$ cat config.mk
export PLATFORM = sky130hd
export DESIGN_NAME = ldst_seq
export DESIGN_NICKNAME = d
export VERILOG_FILES = /design/src/rtl/ldst_pkg.sv /design/src/rtl/cmd_fifo.sv /design/src/rtl/ldst_seq.sv
export SDC_FILE = /design/constraint.sdc
export NUM_CORES = 1
export LEC_CHECK = 0
export BUFFER_PORTS_ARGS = -buffer_cell sky130_fd_sc_hd__buf_2
export CORE_ASPECT_RATIO = 1.1
export CORE_MARGIN = 4
export CORE_UTILIZATION = 45
export DETAILED_ROUTE_END_ITERATION = 10
export GPL_TIMING_DRIVEN = 1
export PLACE_DENSITY = 0.72
export SLEW_MARGIN = 5
export SYNTH_ARGS = -nofsm -noshare
export SYNTH_HDL_FRONTEND = slang
export SYNTH_SLANG_ARGS = --single-unit
$ cat constraint.sdc
create_clock -name CLK -period 3.55 [get_ports CLK]
set_clock_uncertainty 0.1 [all_clocks]
set_input_delay 0.355 -clock CLK [delete_from_list [all_inputs] [get_ports CLK]]
set_output_delay 0.355 -clock CLK [all_outputs]
set_load 0.01 [all_outputs]
$ cat src/rtl/ldst_pkg.sv
// Shared encodings for the load/store sequencer: op codes, FSM states and the
// packed command word carried through the command FIFO.
package ldst_pkg;

    localparam int ADDR_W = 2;
    localparam int CMD_W  = 5;

    localparam logic [1:0] OP_NOP   = 2'b00;
    localparam logic [1:0] OP_LOAD  = 2'b01;
    localparam logic [1:0] OP_STORE = 2'b10;
    localparam logic [1:0] OP_MOVE  = 2'b11;

    localparam logic [1:0] ST_IDLE    = 2'b00;
    localparam logic [1:0] ST_EXEC    = 2'b01;
    localparam logic [1:0] ST_MOVE_WR = 2'b10;

    typedef struct packed {
        logic [1:0]        op;
        logic              sel;
        logic [ADDR_W-1:0] addr;
    } cmd_t;

    // MOVE reads first; its write half is produced by the MOVE_WR state.
    function automatic logic isRead(input logic [1:0] op);
        return (op == OP_LOAD) || (op == OP_MOVE);
    endfunction

    function automatic logic isWrite(input logic [1:0] op);
        return (op == OP_STORE);
    endfunction

endpackage

$ cat src/rtl/cmd_fifo.sv
// Synchronous command FIFO with extra-bit pointers; pushes while full and
// pops while empty are dropped. DEPTH must be a power of two, at least 2.
module cmd_fifo #(
    parameter int DEPTH = 4,
    parameter int WIDTH = 5
) (
    input  logic             CLK,
    input  logic             Rst,
    input  logic             pushEn,
    input  logic [WIDTH-1:0] pushData,
    input  logic             popEn,
    output logic [WIDTH-1:0] popData,
    output logic             full,
    output logic             empty
);

    localparam int PTR_W = $clog2(DEPTH);

    logic [WIDTH-1:0] mem [DEPTH];
    logic [PTR_W:0]   wrPtr;
    logic [PTR_W:0]   rdPtr;
    logic             doPush;
    logic             doPop;

    assign empty   = (wrPtr == rdPtr);
    assign full    = (wrPtr[PTR_W] != rdPtr[PTR_W]) &&
                     (wrPtr[PTR_W-1:0] == rdPtr[PTR_W-1:0]);
    assign doPush  = pushEn && !full;
    assign doPop   = popEn && !empty;
    assign popData = mem[rdPtr[PTR_W-1:0]];

    always_ff @(posedge CLK or negedge Rst) begin
        if (!Rst) begin
            wrPtr <= '0;
            rdPtr <= '0;
        end else begin
            if (doPush) wrPtr <= wrPtr + 1'b1;
            if (doPop)  rdPtr <= rdPtr + 1'b1;
        end
    end

    // Storage needs no reset: emptiness is defined purely by the pointers.
    always_ff @(posedge CLK) begin
        if (doPush) mem[wrPtr[PTR_W-1:0]] <= pushData;
    end

endmodule

$ cat src/rtl/ldst_seq.sv
// Load/store sequencer: queues commands and issues registered RE/WE strobes,
// splitting MOVE into a read at Addr followed by a write at Addr+1.
//
//   state      | meaning
//   -----------+-----------------------------------------------------------
//   ST_IDLE    | nothing in flight, strobes low
//   ST_EXEC    | command strobes active (final cycle unless MOVE)
//   ST_MOVE_WR | write half of a MOVE, final cycle of the MOVE
module ldst_seq
    import ldst_pkg::*;
#(
    parameter int FIFO_DEPTH = 4
) (
    input  logic        CLK,
    input  logic        Rst,
    input  logic        cmd_valid,
    output logic        cmd_ready,
    input  logic [1:0]  cmd_op,
    input  logic        cmd_sel,
    input  logic [1:0]  cmd_addr,
    output logic        Sel,
    output logic        RE,
    output logic        WE,
    output logic [1:0]  Addr,
    output logic        done,
    output logic        busy,
    output logic [7:0]  issued_cnt
);

    logic [1:0]       state;
    logic [1:0]       curOp;
    logic [CMD_W-1:0] headRaw;
    cmd_t             head;
    logic             full;
    logic             empty;
    logic             popEn;

    assign head      = cmd_t'(headRaw);
    assign cmd_ready = !full;
    assign busy      = (state != ST_IDLE) || !empty;

    cmd_fifo #(
        .DEPTH (FIFO_DEPTH),
        .WIDTH (CMD_W)
    ) u_cmd_fifo (
        .CLK      (CLK),
        .Rst      (Rst),
        .pushEn   (cmd_valid),
        .pushData ({cmd_op, cmd_sel, cmd_addr}),
        .popEn    (popEn),
        .popData  (headRaw),
        .full     (full),
        .empty    (empty)
    );

    always_comb begin
        popEn = 1'b0;
        case (state)
            ST_IDLE:    popEn = !empty;
            ST_EXEC:    popEn = !empty && (curOp != OP_MOVE);
            ST_MOVE_WR: popEn = !empty;
            default:    popEn = 1'b0;
        endcase
    end

    always_ff @(posedge CLK or negedge Rst) begin
        if (!Rst) begin
            state      <= ST_IDLE;
            curOp      <= OP_NOP;
            Sel        <= 1'b0;
            Addr       <= '0;
            RE         <= 1'b0;
            WE         <= 1'b0;
            done       <= 1'b0;
            issued_cnt <= '0;
        end else begin
            RE   <= 1'b0;
            WE   <= 1'b0;
            done <= 1'b0;
            if (state == ST_EXEC && curOp == OP_MOVE) begin
                state      <= ST_MOVE_WR;
                WE         <= 1'b1;
                Addr       <= Addr + 2'd1;
                done       <= 1'b1;
                issued_cnt <= issued_cnt + 8'd1;
            end else if (popEn) begin
                state <= ST_EXEC;
                curOp <= head.op;
                Sel   <= head.sel;
                Addr  <= head.addr;
                RE    <= isRead(head.op);
                WE    <= isWrite(head.op);
                // MOVE completes (and counts) in its write half instead.
                done  <= (head.op != OP_MOVE);
                if (head.op == OP_LOAD || head.op == OP_STORE)
                    issued_cnt <= issued_cnt + 8'd1;
            end else begin
                state <= ST_IDLE;
            end
        end
    end

endmodule

== Word-level counts from Yosys, hierarchy flattened ==
Memories as Yosys holds them, arrays and structs flattened.
Index checks and enable logic that the tools add are counted.
Storage, ports and cells
  input bits: 8
  RAM bits: 20
  output and inout port bits: 16
  register bits after elaboration: 24
  bits in latches: 0
  memories: 1
  memory bits (read-only): 0
  logic and storage cells: 60
Memory list
  u_cmd_fifo.mem: words 4, bits a word 5, rd ports 1, clocked after memory_dff 0, write ports 1, RTL line cmd_fifo.sv:19  | logic [WIDTH-1:0] mem [DEPTH];
Operators by class
  eq/ne operators: 11
  add/sub/neg operators: 4
  bitwise gates (word level): 1
  div/mod/pow operators: 0
  shift operators: 0
  reduce and logical (&&, ||, !) cells: 17
  order comparisons: 0
  multiply operators: 0
  muxes and demuxes: 16
Operator list (number)
  2-to-1 mux 8 bit: 3
  2-to-1 mux 1 bit: 9
  adder 8 x 1 -> 8 bit (second input constant): 1
  equality test 2 bit (second input constant): 4
  adder 3 x 1 -> 3 bit (second input constant): 2
  2-to-1 mux 2 bit: 3
  nonzero test 2 bit: 3
  logical AND 1 bit: 5
  equality test 2 x 1 -> 1 bit (second input constant): 2
  != test 2 bit (second input constant): 2
  AND reduction 2 bit: 2
  equality test 3 bit: 1
  logical OR 1 bit: 3
  adder 2 x 1 -> 2 bit (second input constant): 1
  equality test 2 bit: 1
  zero test 1 bit: 2
  zero test 2 bit: 1
  one-hot mux 1 bit (2 select lines): 1
  OR reduction 2 bit: 1
  != test 1 bit: 1
  inverter 1 bit: 1

== Logic depth before layout (Yosys ltp) ==
Gate-level depths: netlist of run 1.
  word-level depth: 6
  gate-level depth with buffers: 7
  mapped depth without buffers: 6

== Cells and area by module ==
Synthesis of run 1 repeated with hierarchy kept, for this count alone.
Unflattened totals
  cell total of the unflattened synthesis: 150
  area, all modules: 2045.7 um^2
By module, submodules not included
  cmd_fifo: cells each 75, instances 1, sequential area each 750.7 um^2, area an instance 1201.2 um^2
  ldst_seq: cells each 75, instances 1, sequential area each 450.4 um^2, area an instance 844.6 um^2

== Least setup slack after synthesis of run 1 ==
OpenSTA, ideal clock, no wires.
  path type: reg2reg
  start: reg u_cmd_fifo.rdPtr[0]
  end: reg issued_cnt[1]
  slack: 1.118 ns
  library setup time: 0.125 ns
  clock period less this slack: 2.432 ns
  buffers on the path: 1
  cell stages (with the launch flop): 6
  data arrival time: 2.207 ns
  required time: 3.325 ns
  path through: dfrtp_1 > buf_4 > mux4_1 > ha_1 > a221oi_2 > mux2_2
RTL lines
  from (decl): RTL line cmd_fifo.sv:21  | logic [PTR_W:0] rdPtr;
  from (signal assigned): RTL line cmd_fifo.sv:38  | if (doPop) rdPtr <= rdPtr + 1'b1;
  to (signal assigned): RTL line ldst_seq.sv:85  | issued_cnt <= issued_cnt + 8'd1;
  to (signal assigned): RTL line ldst_seq.sv:96  | issued_cnt <= issued_cnt + 8'd1;
  to (decl): RTL line ldst_seq.sv:27  | output logic [7:0] issued_cnt

==> impl_metrics.ini, run 1 <==
[sta]
slew_headroom = 0.609
tightest_slew_ns = 0.587
fmax_mhz = 370
period_share = 0.761
finalHoldViolations = 0
slew_viol_final = 0
rsz0062_at_grt = false
fin_tns_setup_ns = 0
setup_viol = 0
fin_crit_ns = 2.70

[yosys]
synth-edff-count = 20
yosysUniqueCellTypes = 31
synth_area_um2 = 1910
yosysTopAreaCellShare = 0.315
yosysTopAreaCell = dfrtp_1
synth_fa_ha_area_frac = 0.0525
synth.area.mux_share = 0.0984
synth_commonest_cells = dfrtp_1, edfxtp_1, ha_1, xnor2_1, xor2_1
synthXorXnorAreaFrac = 0.0643
syn_area_per_cell_um2 = 16.0
synth_area_leaders = dfrtp_1, edfxtp_1, mux4_1, ha_1, xnor2_1
netlist_instances = 119
yosysMostFrequentCell = dfrtp_1
ys_warn_count = 0
ys_seq_area_frac = 0.630
syn_nets = 135
synth_top_family_by_area = multiplexers
synth_compound_area_frac = 0.0538
synth-simple-area-share = 0.0774
synthArstFlopShare = 0.545
synth_seq_cells = 44
synthFlopType = dfrtp_1

[global_route]
grt_pass1_wl_um = 5070
grt_max_degree = 25
grt_pass1_vias = 1085
grt_overflow = 0
track_usage = 0.122
antenna_found_initial = 0

[route]
drcViolationCount = 0
ant_nets = 0
first_pass_iters = 4
wire_per_inst_um = 15.1
via_count = 1038
drt-total-wl_um = 3030
drtIter0Drc = 22
vias_per_cell = 5.19

[pwr]
p_seq_frac = 0.411
irDropWorstVdd_mv = 0.425
powerDensity_nw_per_um2 = 1000
p_clk_frac = 0.178
power_frac_comb = 0.411
leakagePower_nw = 0.949
p_int_mw = 1.39
power.switching_mw = 0.793
switching_share = 0.362

[worst_setup_path]
worst-path-max-fanout = 8
crit_arrival_ns = 2.79
required_ns = 3.64
endpoint_kind = flop
criticalPathCategory = flop to flop
setup.worst_path.start_class = flop

[clock_tree]
root_buffer = clkbuf_8
cts.sinks = 44
clk_latency_ns = 0.30
post_cts_buffers = 0
cts_buffers = 5
clk_pin_slew_ns = 0.09
cts_tree = yes
clockBufferDepth = 2
cts_hold_buf = 1
cts_resized = 0
cts_max_level = 2

[floorplan]
fp.dieArea_um2 = 5340
initial_core_util = 0.474
die_w_um = 70.1
boundaryPins = 24
core_area_um2 = 4020
rows = 24
dieHeight_um = 76.3

[outcome]
status = finished clean

[finish]
area_growth_pct = 14.5
stdcell_area_um2 = 2180
nets = 163
antenna_cells = 0
drive_above_1_share = 0.264

[placed_design]
hpwlAfterDp_um = 2230
gp_routability_congestion = 0.774
dpl_cell_area_um2 = 2060
port_buffers = 23

[job]
maxCapViolations = 0

[worst_hold_path]
hold_path_class = primary input to flop
[path summary, 6_finish.rpt]
kind / startpoint / endpoint / slack (ns) / cells past startpoint
hold / removal: cmd_sel / u_cmd_fifo.mem[1][2] / 0.16 / 1
max in group asynchronous: Rst / u_cmd_fifo.wrPtr[2] / 2.53 / 2
min in group asynchronous: Rst / u_cmd_fifo.rdPtr[0] / 0.46 / 2
setup reg to reg: u_cmd_fifo.rdPtr[0] / issued_cnt[1] / 0.85 / 4
hold reg to reg: issued_cnt[7] / issued_cnt[7] / 0.39 / 1
setup / recovery: u_cmd_fifo.rdPtr[0] / issued_cnt[1] / 0.85 / 4
[metrics by stage]
stage | utilization | hold slack, ns | power (mW) | setup slack [ns] | cells
after floorplan | - | -0.0406 | 1.61 | 1.12 | 119
after global placement | 0.511 | 0.256 | 1.78 | 0.916 | 191
after detailed placement | 0.511 | 0.266 | 1.83 | 0.867 | 191
after CTS | 0.543 | 0.157 | 2.22 | 0.846 | 200
after global routing | 0.543 | 0.150 | 2.35 | 0.705 | 200
final | 0.543 | 0.162 | 2.19 | 0.850 | 200
[layer usage]
layer  vias up  part of all wire  global-route usage
met5         -                 0                   0
met4         0             0.017              0.0498
met3         6             0.051              0.0475
met2        20              0.49               0.203
met1       515              0.44               0.140
li1        497                 -                   -
[area by class of cell]
cell class                      count  area (um^2)
Fill cell                         349         1840
Sequential cell                    44         1200
Multi-Input combinational cell     68          661
Timing Repair Buffer               24          125
Clock buffer                        5         68.8
Tap cell                           52         65.1
Clock inverter                      3         47.5
Inverter                            4         15.0
[critical path, stage by stage (launching register included)]
cell      delay [ns]
dfrtp_1         0.57
mux4_1          0.66
ha_1            0.31
a221oi_2        0.53
mux2_2          0.40
[power by group through the flow]
stage | clock network [mW] | registers, mW | logic (mW)
after CTS | 0.394 | 0.901 | 0.922
after floorplan | 0 | 0.889 | 0.724
after global placement | 0 | 0.900 | 0.879
final | 0.389 | 0.899 | 0.899
after detailed placement | 0 | 0.910 | 0.920
after global routing | 0.419 | 0.927 | 1.00
[placed cells by master (no fill, tap or decap), types with 2 or more instances in the layout]
master	netlist	routed
or3_1	2	2
and3_1	3	3
mux4_1	5	5
clkbuf_8	0	5
ha_1	8	8
clkinv_4	0	2
xnor2_1	8	8
and2_1	5	5
nand4_1	4	4
edfxtp_1	20	20
mux2_4	3	3
a21o_1	2	2
buf_2	0	23
nand2_1	5	5
inv_1	4	4
dfrtp_1	24	24
xor2_1	6	6
nor2_1	3	3
[sequential cells by signal (all words and copies together) (netlist names)]
| register | count |
|---|---|
| WE | 1 |
| state | 2 |
| Addr | 2 |
| issued_cnt | 8 |
| u_cmd_fifo.rdPtr | 3 |
| done | 1 |
| Sel | 1 |
| u_cmd_fifo.wrPtr | 3 |
| RE | 1 |
| curOp | 2 |
| u_cmd_fifo.mem | 20 |
[kinds of logic after synthesis]
| logic type | Yosys count |
|---|---|
| AO/OA/AOI/OAI | 11 |
| buffers and inverters | 7 |
| AND/OR/NAND/NOR | 26 |
| XOR/XNOR | 14 |
| multiplexers | 9 |
| flip-flops | 44 |
| adder cells (fa/ha/maj) | 8 |
(Power assumes the default switching activity.)
==> run 2: changes to the inputs <==
--- a/config.mk
+++ b/config.mk
@@ -5,13 +5,14 @@
 export SDC_FILE = /design/constraint.sdc
 export NUM_CORES = 1
 export LEC_CHECK = 0
+export ABC_AREA = 1
 export BUFFER_PORTS_ARGS = -buffer_cell sky130_fd_sc_hd__buf_2
 export CORE_ASPECT_RATIO = 1.1
 export CORE_MARGIN = 4
 export CORE_UTILIZATION = 45
 export DETAILED_ROUTE_END_ITERATION = 10
 export GPL_TIMING_DRIVEN = 1
-export PLACE_DENSITY = 0.72
+export PLACE_DENSITY = 0.74
 export SLEW_MARGIN = 5
 export SYNTH_ARGS = -nofsm -noshare
 export SYNTH_HDL_FRONTEND = slang
==> constraint.sdc (replaced) <==
create_clock -name CLK -period 2.45 [get_ports CLK]
set_clock_uncertainty 0.1 [all_clocks]
set_input_delay 0.245 -clock CLK [delete_from_list [all_inputs] [get_ports CLK]]
set_output_delay 0.245 -clock CLK [all_outputs]
set_load 0.01 [all_outputs]
==> run 2 against run 1 <==
Against the previous run:
- clock power is 40% higher
- fmax increased by 37%
- first-iteration DRC count increased by 23%
- hold slack worse by 0.10 ns
- total power rose by 60%
- count of clock-buffer cells in the layout did not move
- final cell count grew 47%
- sequential share of layout area down 5.4 points
- critical endpoint is now issued_cnt[5]
==> impl_metrics.ini, run 2 <==
[worst_setup_path]
r2r-start = u_cmd_fifo.rdPtr[1]
slowest_delay_ns = 0.49
r2r_end = issued_cnt[5]
criticalPathCategory = flop to flop
critPathCapture = issued_cnt[5]
critPathLaunch = u_cmd_fifo.rdPtr[1]
required_ns = 2.54
crit_arrival_ns = 2.06
crit_chain = inv_2 > nor2_1 > o21ai_0 > and2_1 > ha_1 > nand2_4 > nand2_8 > nand2_2 > nand2_1
worst-path-max-fanout = 9
setup.worst_path.start_class = flop
endpoint_kind = flop
r2r_cells = 9
r2r_slack_ns = 0.48
slowest_stage = dfrtp_1

[yosys]
syn_area_per_cell_um2 = 10.2
synth_area_leaders = dfrtp_1, edfxtp_1, nand2_1, ha_1, nand3_1
synth_seq_cells = 44
ys_seq_area_frac = 0.566
synth-edff-count = 20
netlist_instances = 209
synthFlopType = dfrtp_1
yosysUniqueCellTypes = 28
ys_warn_count = 0
synthArstFlopShare = 0.545
yosysMostFrequentCell = nand2_1
synth_commonest_cells = nand2_1, dfrtp_1, edfxtp_1, nand3_1, nor2_1
syn_nets = 225
yosysTopAreaCell = dfrtp_1
synth_area_um2 = 2120
yosysTopAreaCellShare = 0.283

[pwr]
leakagePower_nw = 1.13
power_frac_comb = 0.492
switching_share = 0.440
p_int_mw = 1.96
power.switching_mw = 1.54
powerDensity_nw_per_um2 = 1450
irDropWorstVdd_mv = 0.532
p_clk_frac = 0.155
p_seq_frac = 0.353
finalPower_mw = 3.50

[floorplan]
boundaryPins = 24
initial_core_util = 0.478
fp.dieArea_um2 = 5880
core_area_um2 = 4440
rows = 25
dieHeight_um = 80.0
die_w_um = 73.5

[clock_tree]
cts_buffers = 5
cts_resized = 0
clk_pin_slew_ns = 0.08
cts_tree = yes
cts.sinks = 44
cts_max_level = 2
clockBufferDepth = 2
root_buffer = clkbuf_8
post_cts_buffers = 0
clk_latency_ns = 0.30

[global_route]
grt_pass1_vias = 1427
antenna_found_initial = 0
grt_max_degree = 25
grt_overflow = 0
track_usage = 0.141
grt_pass1_wl_um = 6360

[finish]
antenna_cells = 0
final_common_cell = nand2_1
largest_register_ffs = 20
stdcell_area_um2 = 2420
final_cell_mix = nand2_1, dfrtp_1, buf_2, edfxtp_1
nets = 255
n_fill_cell = 397
drive_above_1_share = 0.246
area_growth_pct = 14.0

[sta]
period_share = 0.804
fin_hold_ws_ns = 0.0609
fin_tns_setup_ns = 0
finalHoldViolations = 0
fmax_mhz = 508
setup_viol = 0
fin_crit_ns = 1.97
rsz0062_at_grt = false
slew_viol_final = 0
layout_setup_ws_ns = 0.480
slew_headroom = 0.624
tightest_slew_ns = 0.564

[worst_hold_path]
hold_path_class = primary input to flop

[route]
vias_per_cell = 5.00
drt-total-wl_um = 3610
via_count = 1471
ant_nets = 0
drtIter0Drc = 27
drcViolationCount = 0
first_pass_iters = 4
wire_per_inst_um = 12.3

[outcome]
status = finished clean

[placed_design]
port_buffers = 23
dpl_cell_area_um2 = 2300
dp_slack_ns = 0.486
gp_routability_congestion = 0.756
hpwlAfterDp_um = 2630

[job]
maxCapViolations = 0
[run 2: cell count changes in the layout (fill, tap and decap cells not counted), sizes merged, moves of 3 or more]
cell / previous run / this run
xnor2: 8 / 4
and2: 5 / 1
o21ai: 1 / 14
nor2: 3 / 18
nand2: 5 / 65
inv: 4 / 20
a21o: 3 / 0
mux4: 5 / 0
nand3: 1 / 19
and3: 3 / 0
mux2: 4 / 0
[run 2: layout make-up]
type | count | area, um^2 | area share
clock buffers | 5 | 68.8 | 0.0284
clock inverters | 3 | 42.5 | 0.0176
inverters | 20 | 77.6 | 0.0321
multi-input cells | 142 | 822 | 0.340
flip-flops and latches | 44 | 1200 | 0.496
well taps | 54 | 67.6 | 0.0279
repair buffers | 26 | 140 | 0.0579
[run 2: power by group through the flow]
stage / sequential (mW) / combinational, mW / clock, mW
after floorplan: 1.26 / 1.35 / 0
after global placement: 1.25 / 1.71 / 0
after detailed placement: 1.25 / 1.74 / 0
after CTS: 1.24 / 1.75 / 0.556
after global routing: 1.27 / 1.98 / 0.598
final: 1.24 / 1.72 / 0.544
[run 2: per-stage QoR]
step,utilization,std cells
floorplan,-,209
global route,0.545,294
global placement,0.517,285
CTS,0.545,294
detailed placement,0.517,285
finish,0.545,294
[run 2: repair_timing]
| action | CTS | global route |
|---|---|---|
| hold buffers | 1 | 0 |
| hold endpoints to repair | 24 | 0 |
| setup endpoints to repair | 0 | 0 |
[run 2: routing by layer]
layer  GRT usage  vias up  wire (um)
met5           0        -          0
met4      0.0670        0         93
met3      0.0390       11        164
met2       0.221       31       1700
met1       0.179      688       1650
li1            -      741          -
[run 2: critical path: cells and delay by family, from the launching register on]
family	cells	cell delay (ns)
flops	1	0.49
compound gates	1	0.09
simple gates	6	0.71
buf+inv	1	0.13
fa+ha+maj	1	0.35
[run 2: worst min-delay path by stage]
stage          slack [ns]        start  cells past startpoint              endpoint
3_5_place_dp         0.17          Rst                      1              state[1]
3_3_place_gp         0.16          Rst                      1   u_cmd_fifo.wrPtr[2]
5_1_grt              0.05      cmd_sel                      1  u_cmd_fifo.mem[3][2]
4_1_cts              0.05      cmd_sel                      1  u_cmd_fifo.mem[3][2]
2_1_floorplan       -0.15          Rst                      0               Addr[0]
6_report             0.06  cmd_addr[1]                      1  u_cmd_fifo.mem[0][1]
[run 2: kinds of logic after synthesis]
family,share of synthesized area
AOI/OAI and AO/OA,0.0448
xor gates and xnor gates,0.0371
adders and majority gates,0.0472
buffers and inverters,0.0466
DFF,0.566
and+or+nand+nor,0.258
==> run 3: changes to the inputs <==
==> constraint.sdc (replaced) <==
create_clock -name CLK -period 1.7 [get_ports CLK]
set_clock_uncertainty 0.1 [all_clocks]
set_input_delay 0.17 -clock CLK [delete_from_list [all_inputs] [get_ports CLK]]
set_output_delay 0.17 -clock CLK [all_outputs]
set_load 0.01 [all_outputs]
==> run 3 against run 2 <==
Against the previous run:
- largest cell class unchanged
- largest power group unchanged
- the run now ends with negative setup slack left
- worst setup slack worse by 0.50 ns
- first-iteration DRC count rose to 3.1 times the previous value
- highest routed layer unchanged
- critical path type is now flop to output pin
- count of clock-buffer cells in the layout up 3
==> impl_metrics.ini, run 3 (synthesis results as in run 2) <==
[outcome]
status = finished with violations
violations = negative setup slack

[route]
top_layer = met4
drcViolationCount = 0
dr_wl_met2_um = 2100
ant_nets = 0
drtIter0Drc = 84
vias_per_cell = 4.89
wire_per_inst_um = 13.3
wl_met1_um = 1960
first_pass_iters = 4
drt-total-wl_um = 4260
met3_length_um = 154
via_count = 1569

[clock_tree]
cts_tree = yes
cts.sinks = 44
clk_pin_slew_ns = 0.08
cts_max_level = 2
clockBufferDepth = 2
cts_buffers = 5
clk_latency_ns = 0.29
root_buffer = clkbuf_8

[sta]
tightest_slew_ns = 0.545
slew_viol_final = 0
rsz0062_at_grt = true
fin_crit_ns = 1.72
fmax_mhz = 582
slew_headroom = 0.637
setup_viol = 1
layout_setup_ws_ns = -0.0175
finalHoldViolations = 0
fin_tns_setup_ns = -0.0175
period_share = 1.01

[pwr]
leakagePower_nw = 1.28
powerDensity_nw_per_um2 = 2160
irDropWorstVdd_mv = 1.00

[worst_setup_path]
criticalPathCategory = flop to output pin
r2r-start = u_cmd_fifo.rdPtr[1]
r2r_cells = 10
r2r_slack_ns = 0.02
required_ns = 1.43
endpoint_kind = output pin
r2r_end = issued_cnt[5]
setup.worst_path.start_class = flop
worst-path-max-fanout = 4
crit_arrival_ns = 1.45

[finish]
nets = 282
antenna_cells = 0
n_fill_cell = 370
area_growth_pct = 28.8
multiInputGateArea_um2 = 936
final_common_cell = nand2_1
drive_above_1_share = 0.371
final_util = 0.615
final_cell_mix = nand2_1, dfrtp_1, buf_2, buf_4, edfxtp_1
largest_register_ffs = 20
regArea_um2 = 1200

[global_route]
grt_pass1_vias = 1507
grt_max_degree = 25
grt_overflow = 0
grt_pass1_wl_um = 7070
antenna_found_initial = 0
track_usage = 0.156

[floorplan]
initial_core_util = 0.478
core_area_um2 = 4440
fp.dieArea_um2 = 5880
dieHeight_um = 80.0
rows = 25
die_w_um = 73.5
boundaryPins = 24

[placed_design]
port_buffers = 23
hpwlAfterDp_um = 2850
gp_routability_congestion = 0.797

[job]
maxCapViolations = 0

[worst_hold_path]
min_from = cmd_op[0]
hold_path_class = primary input to flop
hold_depth = 1
hold_end = u_cmd_fifo.mem[2][3]
[run 3: cell types whose count changed in the layout (fill, tap and decap cells not counted), sizes merged]
cell / change
buf: +23
clkinv: -1
nand2: +1
clkinvlp: -1
clkbuf: +3
dlygate4sd3: +3
bufinv: -1
[run 3: cell type report]
| class | instances | area share |
|---|---|---|
| tap | 54 | 0.0247 |
| timing repair buffer | 52 | 0.128 |
| sequential | 44 | 0.440 |
| multi-input combinational | 143 | 0.342 |
| inverter | 20 | 0.0284 |
| clock buffer | 8 | 0.0366 |
[run 3: per-layer routing]
metal,GRT usage,vias up
li1,-,796
met1,0.207,742
met2,0.254,27
met3,0.0277,4
met4,0.0543,0
met5,0,-
[run 3: stage by stage]
stage | hold WS, ns | setup WS, ns | std cells | area (um^2) | power [mW]
final | 0.00407 | -0.0175 | 321 | 2730 | 5.89
after global routing | 0.0000474 | -0.0784 | 321 | 2730 | 6.40
after CTS | 0.00156 | 0.00789 | 319 | 2670 | 5.71
after detailed placement | 0.0861 | -0.0546 | 299 | 2420 | 4.64
after global placement | 0.0812 | -0.0200 | 299 | 2420 | 4.56
after floorplan | -0.226 | 0.00860 | 209 | 2150 | 3.82
[run 3: worst max-delay path by stage]
stage,startpoint,end,cells after the start
5_1_grt,u_cmd_fifo.rdPtr[1],cmd_ready,7
3_3_place_gp,u_cmd_fifo.rdPtr[0],issued_cnt[2],10
2_1_floorplan,u_cmd_fifo.rdPtr[0],issued_cnt[3],10
6_report,u_cmd_fifo.rdPtr[1],cmd_ready,7
4_1_cts,u_cmd_fifo.wrPtr[0],busy,7
3_5_place_dp,u_cmd_fifo.rdPtr[0],issued_cnt[5],10
[run 3: timing repair]
| action | 4_1_cts | 5_1_grt |
|---|---|---|
| gates cloned | 0 | 1 |
| resized for setup | 12 | 17 |
| buffers inserted | 8 | 1 |
| endpoints found under the hold margin | 36 | 0 |
| pin swaps | 5 | 6 |
| hold buffers | 4 | 0 |
| setup endpoints to repair | 10 | 34 |
[run 3: worst max-delay path, stage by stage (launching register included)]
cell     delay [ns]
dfrtp_2        0.42
inv_2          0.09
buf_4          0.13
nand2_2        0.07
nand2_4        0.08
nand4_4        0.09
buf_4          0.14
buf_2          0.13
[run 3: where the power goes]
part | leakage (nW) | total (mW) | internal [mW] | switching [mW]
registers | 0.481 | 1.79 | 1.50 | 0.285
clock network | 0.0515 | 0.701 | 0.371 | 0.330
logic | 0.749 | 3.40 | 1.43 | 1.97
